--- src/rtl/pixel_tx_pkg.sv ---
// pixel_tx_pkg: types and helpers shared by the pixel transmit framer and the
// receive-side parser, so both ends agree on the start marker and checksum.
//   state_t     - framer FSM state encoding (3 bits)
//   SOF_DEFAULT - default start-of-frame marker
//   frame_csum  - 8-bit XOR checksum over SOF, row, col and value
package pixel_tx_pkg;

    typedef enum logic [2:0] {
        ST_IDLE = 3'd0,
        ST_SOF  = 3'd1,
        ST_ROW  = 3'd2,
        ST_COL  = 3'd3,
        ST_VAL  = 3'd4,
        ST_CSUM = 3'd5,
        ST_GAP  = 3'd6
    } state_t;

    localparam logic [7:0] SOF_DEFAULT = 8'hA5;

    function automatic logic [7:0] frame_csum(input logic [7:0] sof,
                                              input logic [7:0] row,
                                              input logic [7:0] col,
                                              input logic [7:0] val);
        return sof ^ row ^ col ^ val;
    endfunction

endpackage

--- src/rtl/pixel_tx_framer_if.sv ---
// pixel_tx_framer_if: byte-wide valid/ready stream towards the UART transmitter.
//   tx_data  - byte being offered
//   tx_valid - tx_data is valid
//   tx_ready - sink accepts the byte this cycle
// master = framer side, slave = UART transmitter side.
interface pixel_tx_framer_if;
    logic [7:0] tx_data;
    logic       tx_valid;
    logic       tx_ready;

    modport master (output tx_data, output tx_valid, input tx_ready);
    modport slave  (input tx_data, input tx_valid, output tx_ready);
endinterface

--- src/rtl/pixel_tx_framer.sv ---
// pixel_tx_framer: frames a row/column/value triple as SOF, row, col, val,
// checksum on a byte valid/ready stream, then holds off for GAP_CYCLES cycles.
// Ports:
//   clk, reset                      - clock, synchronous active-high reset
//   send_en                         - enable; low blocks and aborts frames at a byte boundary
//   send_req                        - single-cycle frame request
//   row_index, col_index, pixel_val - frame payload, captured on acceptance
//   tx (master)                     - byte stream to the UART transmitter
//   busy                            - frame or gap in progress
//   frame_done, frame_abort         - one-cycle completion / abandon pulses
//   led_tx_on                       - combinational copy of send_en
//
// state   | meaning
// ST_IDLE | waiting for send_req with send_en high
// ST_SOF  | offering start-of-frame marker
// ST_ROW  | offering row byte
// ST_COL  | offering column byte
// ST_VAL  | offering pixel value byte
// ST_CSUM | offering checksum byte
// ST_GAP  | inter-frame gap countdown
module pixel_tx_framer
    import pixel_tx_pkg::*;
#(
    parameter logic [7:0] SOF_BYTE   = SOF_DEFAULT,
    parameter int         GAP_CYCLES = 16
) (
    input  logic                      clk,
    input  logic                      reset,
    input  logic                      send_en,
    input  logic                      send_req,
    input  logic [7:0]                row_index,
    input  logic [7:0]                col_index,
    input  logic [7:0]                pixel_val,
    pixel_tx_framer_if.master         tx,
    output logic                      busy,
    output logic                      frame_done,
    output logic                      frame_abort,
    output logic                      led_tx_on
);

    localparam int GAP_W = (GAP_CYCLES > 0) ? $clog2(GAP_CYCLES + 1) : 1;
    localparam logic [GAP_W-1:0] GAP_LOAD = (GAP_CYCLES > 0) ? GAP_W'(GAP_CYCLES - 1) : '0;

    state_t           state;
    state_t           state_d;
    logic [7:0]       row_q;
    logic [7:0]       col_q;
    logic [7:0]       val_q;
    logic [7:0]       csum_q;
    logic [GAP_W-1:0] gap_cnt;

    logic             hs;
    logic             accept;
    logic             payload_state;
    logic [7:0]       tx_data_d;
    logic             tx_valid_d;
    logic             busy_d;
    logic             done_d;
    logic             abort_d;

    assign hs            = tx.tx_valid && tx.tx_ready;
    assign accept        = (state == ST_IDLE) && send_req && send_en;
    assign payload_state = (state == ST_SOF) || (state == ST_ROW) ||
                           (state == ST_COL) || (state == ST_VAL);
    assign led_tx_on     = send_en;

    // Next state. send_en is only looked at on a handshake, so an offered
    // byte is never withdrawn; the checksum byte ignores it entirely.
    always_comb begin
        state_d = state;
        unique case (state)
            ST_IDLE: if (accept) state_d = ST_SOF;
            ST_SOF:  if (hs) state_d = send_en ? ST_ROW  : ST_IDLE;
            ST_ROW:  if (hs) state_d = send_en ? ST_COL  : ST_IDLE;
            ST_COL:  if (hs) state_d = send_en ? ST_VAL  : ST_IDLE;
            ST_VAL:  if (hs) state_d = send_en ? ST_CSUM : ST_IDLE;
            ST_CSUM: if (hs) state_d = (GAP_CYCLES == 0) ? ST_IDLE : ST_GAP;
            ST_GAP:  if (gap_cnt == '0) state_d = ST_IDLE;
            default: state_d = ST_IDLE;
        endcase
    end

    // Registered outputs are driven from the state being entered, which
    // gives the one-cycle request-to-SOF latency and back-to-back bytes.
    always_comb begin
        tx_valid_d = 1'b0;
        tx_data_d  = tx.tx_data;
        busy_d     = (state_d != ST_IDLE);
        done_d     = (state == ST_CSUM) && hs;
        abort_d    = payload_state && hs && !send_en;
        unique case (state_d)
            ST_SOF:  begin tx_valid_d = 1'b1; tx_data_d = SOF_BYTE; end
            ST_ROW:  begin tx_valid_d = 1'b1; tx_data_d = row_q;    end
            ST_COL:  begin tx_valid_d = 1'b1; tx_data_d = col_q;    end
            ST_VAL:  begin tx_valid_d = 1'b1; tx_data_d = val_q;    end
            ST_CSUM: begin tx_valid_d = 1'b1; tx_data_d = csum_q;   end
            default: ;
        endcase
    end

    always_ff @(posedge clk) begin
        if (reset) begin
            state       <= ST_IDLE;
            tx.tx_data  <= 8'h00;
            tx.tx_valid <= 1'b0;
            busy        <= 1'b0;
            frame_done  <= 1'b0;
            frame_abort <= 1'b0;
            row_q       <= 8'h00;
            col_q       <= 8'h00;
            val_q       <= 8'h00;
            csum_q      <= 8'h00;
        end else begin
            state       <= state_d;
            tx.tx_data  <= tx_data_d;
            tx.tx_valid <= tx_valid_d;
            busy        <= busy_d;
            frame_done  <= done_d;
            frame_abort <= abort_d;
            if (accept) begin
                row_q  <= row_index;
                col_q  <= col_index;
                val_q  <= pixel_val;
                csum_q <= frame_csum(SOF_BYTE, row_index, col_index, pixel_val);
            end
        end
    end

    // Loaded with GAP_CYCLES-1 so that, counting the frame_done cycle,
    // busy stays high for exactly GAP_CYCLES cycles after the last byte.
    always_ff @(posedge clk) begin
        if (reset) begin
            gap_cnt <= '0;
        end else if ((state == ST_CSUM) && hs) begin
            gap_cnt <= GAP_LOAD;
        end else if ((state == ST_GAP) && (gap_cnt != '0)) begin
            gap_cnt <= gap_cnt - GAP_W'(1);
        end
    end

endmodule

--- src/flat_wrapper.sv ---
// flat-port wrapper written by rule: the top's interface ports become plain ports
module pixel_tx_framer_flat import pixel_tx_pkg::*;
#(
    parameter logic [7:0] SOF_BYTE   = SOF_DEFAULT,
    parameter int         GAP_CYCLES = 16
)
  (clk, reset, send_en, send_req, row_index, col_index, pixel_val, busy, frame_done, frame_abort, led_tx_on, tx_tx_data, tx_tx_valid, tx_tx_ready);
  pixel_tx_framer_if tx_i ();
  input  logic clk;
  input  logic reset;
  input  logic send_en;
  input  logic send_req;
  input  logic [7:0] row_index;
  input  logic [7:0] col_index;
  input  logic [7:0] pixel_val;
  output logic busy;
  output logic frame_done;
  output logic frame_abort;
  output logic led_tx_on;
  output wire logic [$bits(tx_i.tx_data)-1:0] tx_tx_data;
  output wire logic [$bits(tx_i.tx_valid)-1:0] tx_tx_valid;
  input wire logic [$bits(tx_i.tx_ready)-1:0] tx_tx_ready;
  assign tx_tx_data = tx_i.tx_data;
  assign tx_tx_valid = tx_i.tx_valid;
  assign tx_i.tx_ready = tx_tx_ready;
  pixel_tx_framer #(.SOF_BYTE(SOF_BYTE), .GAP_CYCLES(GAP_CYCLES)) u_core (.clk(clk), .reset(reset), .send_en(send_en), .send_req(send_req), .row_index(row_index), .col_index(col_index), .pixel_val(pixel_val), .tx(tx_i), .busy(busy), .frame_done(frame_done), .frame_abort(frame_abort), .led_tx_on(led_tx_on));
endmodule
--- config.mk ---
export PLATFORM = sky130hd
export DESIGN_NAME = pixel_tx_framer_flat
export DESIGN_NICKNAME = d
export VERILOG_FILES = /design/src/rtl/pixel_tx_pkg.sv /design/src/rtl/pixel_tx_framer_if.sv /design/src/rtl/pixel_tx_framer.sv /design/src/flat_wrapper.sv
export SDC_FILE = /design/constraint.sdc
export NUM_CORES = 1
export LEC_CHECK = 0
export ABC_AREA = 1
export BUFFER_PORTS_ARGS = -buffer_cell sky130_fd_sc_hd__buf_4
export CAP_MARGIN = 20
export CORE_MARGIN = 8
export CORE_UTILIZATION = 45
export CTS_CLUSTER_DIAMETER = 200
export DETAILED_ROUTE_END_ITERATION = 10
export PLACE_DENSITY = 0.66
export RECOVER_POWER = 50
export SYNTH_ARGS = -nofsm -noshare
export SYNTH_HDL_FRONTEND = slang
export SYNTH_SLANG_ARGS = --single-unit
--- constraint.sdc ---
create_clock -name clk -period 2.3 [get_ports clk]
set_input_delay 0.115 -clock clk [delete_from_list [all_inputs] [get_ports clk]]
set_output_delay 0.115 -clock clk [all_outputs]
set_load 0.01 [all_outputs]
==> Word-level counts from Yosys, hierarchy flattened <==
Index checks and enable logic that the tools add are counted.
{ "word_totals": {"in_bits": 29, "output_inout_bits": 13, "elab_cells": 62, "ff_bits": 52} }
{ "op_classes": {"n_eq_ne": 11, "bitwise_logic": 3, "n_reduce_logical": 19, "add_sub_neg": 1, "mux": 16} }
{ "op_table": {"columns": ["operator", "count"], "rows": [
  ["8-bit case mux with 5 select lines", 1],
  ["3-bit 2-to-1 mux", 9],
  ["3-bit case mux with 7 select lines", 1],
  ["8-bit XOR", 2],
  ["3-bit == test, second input constant", 5],
  ["3-bit by 2-bit == test with 1-bit output, second input constant", 4],
  ["5-bit nonzero test", 2],
  ["4-bit 2-to-1 mux", 2],
  ["1-bit logical AND", 7],
  ["3-bit by 1-bit == test with 1-bit output, second input constant", 2],
  ["5-bit zero test", 1],
  ["5-bit OR reduction", 1],
  ["5-bit by 1-bit subtractor with 5-bit output, second input constant", 1],
  ["2-bit 2-to-1 mux", 2],
  ["4-bit inverter", 1],
  ["3-bit zero test", 1],
  ["1-bit logical OR", 3],
  ["3-bit nonzero test", 1],
  ["2-bit nonzero test", 1],
  ["2-bit OR reduction", 1],
  ["1-bit zero test", 1],
  ["1-bit 2-to-1 mux", 1]
]} }

==> Longest topological paths before layout <==
{ "logic_depth": {"word_depth": 8, "depth_mapped": 14} }

==> Worst setup path after synthesis <==
OpenSTA, ideal clock, no wires.
{ "synth_path": {"path_kind": "register -> register", "startpoint": "reg u_core.gap_cnt[0]", "endpoint": "reg u_core.tx.tx_data[0]", "period_less_slack_ns": 1.641, "required_time_ns": 2.188, "setup_slack_ns": 0.659, "arrival_time_ns": 1.529, "stages_incl_launch_ff": 14, "path_cell_list": "dfxtp_1 > inv_1 > ha_1 > inv_1 > nor2_1 > nand2_1 > nand2_4 > nand2_1 > nor2_2 > nand2_2 > o21ai_0 > nand4_1 > nand2_1 > nand2_1"} }
{ "synth_via": {"elab_chain_len": 5} }
{ "synth_rtl": {"columns": ["item", "line", "source"], "rows": [
  ["from (decl)", "pixel_tx_framer.sv:50", "logic [GAP_W-1:0] gap_cnt;"],
  ["from (signal assigned)", "pixel_tx_framer.sv:137", "gap_cnt <= gap_cnt - GAP_W'(1);"],
  ["5-bit zero test *", "pixel_tx_framer.sv:78", "ST_GAP: if (gap_cnt == '0) state_d = ST_IDLE;"],
  ["3-bit 2-to-1 mux *", "pixel_tx_framer.sv:78", null],
  ["3-bit case mux with 7 select lines *", "pixel_tx_framer.sv:71", "unique case (state)"],
  ["3-bit == test (tied with other cells)", "pixel_tx_framer.sv:91", "unique case (state_d)"],
  ["8-bit case mux with 5 select lines or 5-bit nonzero test (tied branches)", null, null],
  ["to (signal assigned)", "pixel_tx_framer.sv:115", "tx.tx_data <= tx_data_d;"],
  ["to (decl)", "pixel_tx_framer_if.sv:11", "modport master (output tx_data, output tx_valid, input tx_ready);"]
]} }
Mark *: on every way between the ends. The rest lies on a longest branch, timed or not.
A chain may end at the register's enable or synchronous reset.

==> Worst setup path in the final report <==
{ "layout_path": {"startpoint": "reg u_core.state[1]", "endpoint": "reg u_core.tx.tx_data[5]"} }
{ "layout_via": {"elab_chain_len": 7} }
{ "layout_rtl": {"columns": ["item", "line", "source"], "rows": [
  ["from (decl)", "pixel_tx_framer.sv:44", "state_t state;"],
  ["from (signal assigned)", "pixel_tx_framer.sv:114", "state <= state_d;"],
  ["3-bit zero test", "pixel_tx_framer.sv:62, pixel_tx_framer.sv:71", null],
  ["1-bit logical AND (2 in a row)", "pixel_tx_framer.sv:62", "assign accept = (state == ST_IDLE) && send_req && send_en;"],
  ["3-bit 2-to-1 mux", "pixel_tx_framer.sv:72", "ST_IDLE: if (accept) state_d = ST_SOF;"],
  ["3-bit case mux with 7 select lines *", "pixel_tx_framer.sv:71", null],
  ["3-bit == test (tied with other cells)", "pixel_tx_framer.sv:91", null],
  ["8-bit case mux with 5 select lines or 5-bit nonzero test (tied branches)", null, null]
]} }
Marks and branches as above.

==> flow_summary_export.csv <==
group,metric,value,unit
run_status,status,"finished, final reports clean",
floorplanning,dieHeight,92.6,µm
logic_synthesis,avgSynthCellArea,7.43,µm²
logic_synthesis,yosysSeqAreaShare,39.4,%
critical_path,crit_slowest_cell,"dfxtp_1",
power,p_sw,0.487,mW
global_route,grt_pass1_wl,10200,µm
placement,port_buffers,41,
clock_tree,clock_path_buffers,2,
logic_synthesis,syn_nets,386,
route,wl_met3,223,µm
logic_synthesis,ys.flop_type,"dfxtp_1",
route,wl_met1,3100,µm
power,p_sw_share,27.1,%
route,detailedRoute.firstPassIterationCount,5,
critical_path,worst-r2r-setup-slack,0.31,ns
final_layout,area_growth,14.0,%
floorplanning,io_pins,42,
route,viasPerCell,5.06,
global_route,grt_max_degree,44,
critical_path,worst-path-stages,12,
global_route,grt_pass1_vias,2201,
logic_synthesis,postSynthCellCount,355,
global_route,grt_usage,14.5,%
final_layout,n_antenna_cell,0,
floorplanning,initial_core_util,45.6,%
critical_path,crit_chain,"inv_1, nand2_1, nor2_1, nand2_1, nand3_1, nor2_4, nand3_4, clkinv_4, nor2_8, nor2_4, nand2_1, nand2_1",
timing,worst_slew_pin_slew,0.750,ns
power,power.leakage,1.38,nW
critical_path,r2r_cells,12,
route,wire_per_inst,12.7,µm
timing,finalWorstPathRequiredPeriod,1.99,ns
clock_tree,cts_hold_buf,0,
timing,fin_setup_tns,0,ns
route,top_layer,"met4",
critical_path,endpoint_kind,"flop",
logic_synthesis,netlist_top_cells_count,"nor2_1, nand2_1, dfxtp_1, o21ai_0",
timing,relSlewSlack,50.0,%
critical_path,worstSetupPathType,"reg -> reg",
placement,gp_congestion,0.838,
critical_path,reg2reg_to,"u_core.tx.tx_data[5]$_SDFFE_PP0P_",
timing,finClkSkew,0.00504,ns
power,p_per_area,597,nW/µm²
route,drc,0,
logic_synthesis,ys_top_cells_by_area,"dfxtp_1, nor2_1, nand2_1",
route,drt-initial-drc-count,104,
job,drv_cap,0,
power,combPwrFrac,15.1,%
final_layout,multi_input_comb_area,1410,µm²
floorplanning,core_area,5780,µm²
timing,max_freq,504,MHz
critical_path,timing.rr.start,"u_core.state[1]$_SDFF_PP0_",
timing,rsz0062_at_grt,"false",
timing,slew_viol_final,0,
logic_synthesis,yosys_warnings,0,
clock_tree,cts_tree,"done",
critical_path,endpoint,"u_core.tx.tx_data[5]$_SDFFE_PP0P_",
clock_tree,insertion_delay,0.30,ns
logic_synthesis,synth.most_common_cell,"nor2_1",
critical_path,cp_max_fo,16,
clock_tree,cts.sinks,52,
logic_synthesis,ys_ff_latch,52,
logic_synthesis,synth_edf_count,0,
logic_synthesis,synth_top_cell_by_area,"dfxtp_1",
final_layout,final_util,52.1,%
critical_path,crit_buf_inv,2,
route,via_count,2351,
power,internal-power,1.31,mW
timing,setup_viol,0,
placement,dp_hpwl,4340,µm
critical_path,crit_family,"simple AND/OR/NAND/NOR gates",
route,antenna_left,0,
clock_tree,cts_root_buf,"clkbuf_8",
final_layout,drive_gt1_share,16.2,%
critical_path,crit_top_cell,"nand2_1",
global_route,grt_overflow_total,0,
critical_path,cp-start-kind,"flop",
logic_synthesis,synth_area,2640,µm²
logic_synthesis,ys_types,29,
critical_path,cp.required,2.56,ns
timing,hold_viol_final,0,
timing,finalCritPeriodShare,86.4,%
power,clock_power_share,29.6,%
critical_path,crit_arrival,2.24,ns
final_layout,fillers,614,
clock_tree,path_clk_slew,0.09,ns
critical_path,crit_path_start,"u_core.state[1]$_SDFF_PP0_",
route,routed_wirelength,5920,µm
route,dr_wl_met2,2520,µm
final_layout,seq_area,1040,µm²
floorplanning,die_area,8570,µm²
final_layout,final_nets,420,
clock_tree,postCtsSetupBuffers,0,
clock_tree,cts_buffers,5,
logic_synthesis,ys_async_sr_fraction,0,%
floorplanning,rows,28,
power,finalPower,1.80,mW
floorplanning,chipWidth,92.6,µm
global_route,antenna_found_initial,0,
power,seq_power_share,55.3,%
power,ir_drop,322,µV
logic_synthesis,post-synth-top-area-fraction,39.4,%
clock_tree,cts_max_level,2,
min_path,hp-class,"in -> reg",
critical_path,max_stage_delay,0.52,ns
-- per-layer routing --
metal	up-vias	GRT usage (%)
met5	-	0
met4	0	5.23
met3	5	3.24
met2	46	21.6
met1	1059	19.9
li1	1241	-
-- cells in the final DEF (no fill, tap or decap), types with 2 or more instances in the layout --
cell and instances:
a31oi_1 2, buf_4 31, clkbuf_1 13, xnor2_1 9
inv_2 2, nand3_2 2, nor2_8 2, dfxtp_1 52
nor2_4 4, nand2_1 56, nor2_1 61, o21ai_0 35
clkbuf_8 6, clkinv_2 2, nor3_1 3, a21oi_1 19
nand4_1 23, nand2_2 6, xor2_1 8, inv_1 18
ha_1 2, nand3_1 22, o21a_1 2, nand2_4 2
-- state kept, by name (all words and copies together), names as in the netlist, 3 cells and up --
name / flops
u_core.csum_q: 8
u_core.val_q: 8
u_core.tx.tx_data: 8
u_core.gap_cnt: 5
u_core.col_q: 8
u_core.row_q: 8
u_core.state: 3
-- worst min path at each step --
stage	from	cells past startpoint	end	slack (ns)
floorplan	reset	1	u_core.busy$_SDFF_PP0_	0.18
global placement	pixel_val[0]	3	u_core.val_q[0]$_SDFFE_PP0P_	0.38
detailed placement	pixel_val[2]	3	u_core.val_q[2]$_SDFFE_PP0P_	0.39
CTS	pixel_val[2]	3	u_core.val_q[2]$_SDFFE_PP0P_	0.07
global route	col_index[6]	3	u_core.col_q[6]$_SDFFE_PP0P_	0.07
finish	pixel_val[2]	3	u_core.val_q[2]$_SDFFE_PP0P_	0.07
-- through the flow --
step	setup slack [ns]	instances	instance area (µm²)	hold slack (ns)
global placement	0.307	457	2970	0.377
finish	0.314	465	3010	0.0703
global route	0.0421	465	3010	0.0727
detailed placement	0.276	457	2970	0.388
floorplan	0.659	355	2640	0.184
CTS	0.252	465	3060	0.0655
-- layout make-up --
type	count	share of cell area, %
flip-flops and latches	52	34.6
clock buffers	6	2.74
inverters	22	2.91
clock inverters	2	0.333
well taps	75	3.12
repair buffers	45	9.52
multi-input cells	263	46.8
-- power by group through the flow --
stage                     Clock, mW  Sequential (mW)  Combinational, mW
after floorplan                   0             1.01              0.189
after global placement            0             1.02              0.281
after detailed placement          0             1.01              0.286
after CTS                     0.548            0.994              0.286
after global routing          0.586             1.00              0.310
final                         0.532            0.995              0.271
-- worst register-to-register path: cells and delay by family (launching register included) --
family,cells,cell delay (ns)
buffers and inverters,2,0.25
and+or+nand+nor,10,1.17
DFF,1,0.52
-- timing repair --
item	CTS	global route
endpoints found under the setup margin	0	4
endpoints found under the hold margin	0	0
gates resized for setup	0	2
-- cell families (layout without fill, tap and decap cells) --
kind of cell / Yosys count / after routing / share of synthesized area (%)
xor+xnor: 17 / 17 / 5.64
flops: 52 / 52 / 39.5
simple gates: 185 / 185 / 35.4
compound gates: 59 / 59 / 11.5
fa+ha+maj: 2 / 2 / 0.948
buf+inv: 40 / 75 / 7.06
(Power assumes the default switching activity.)
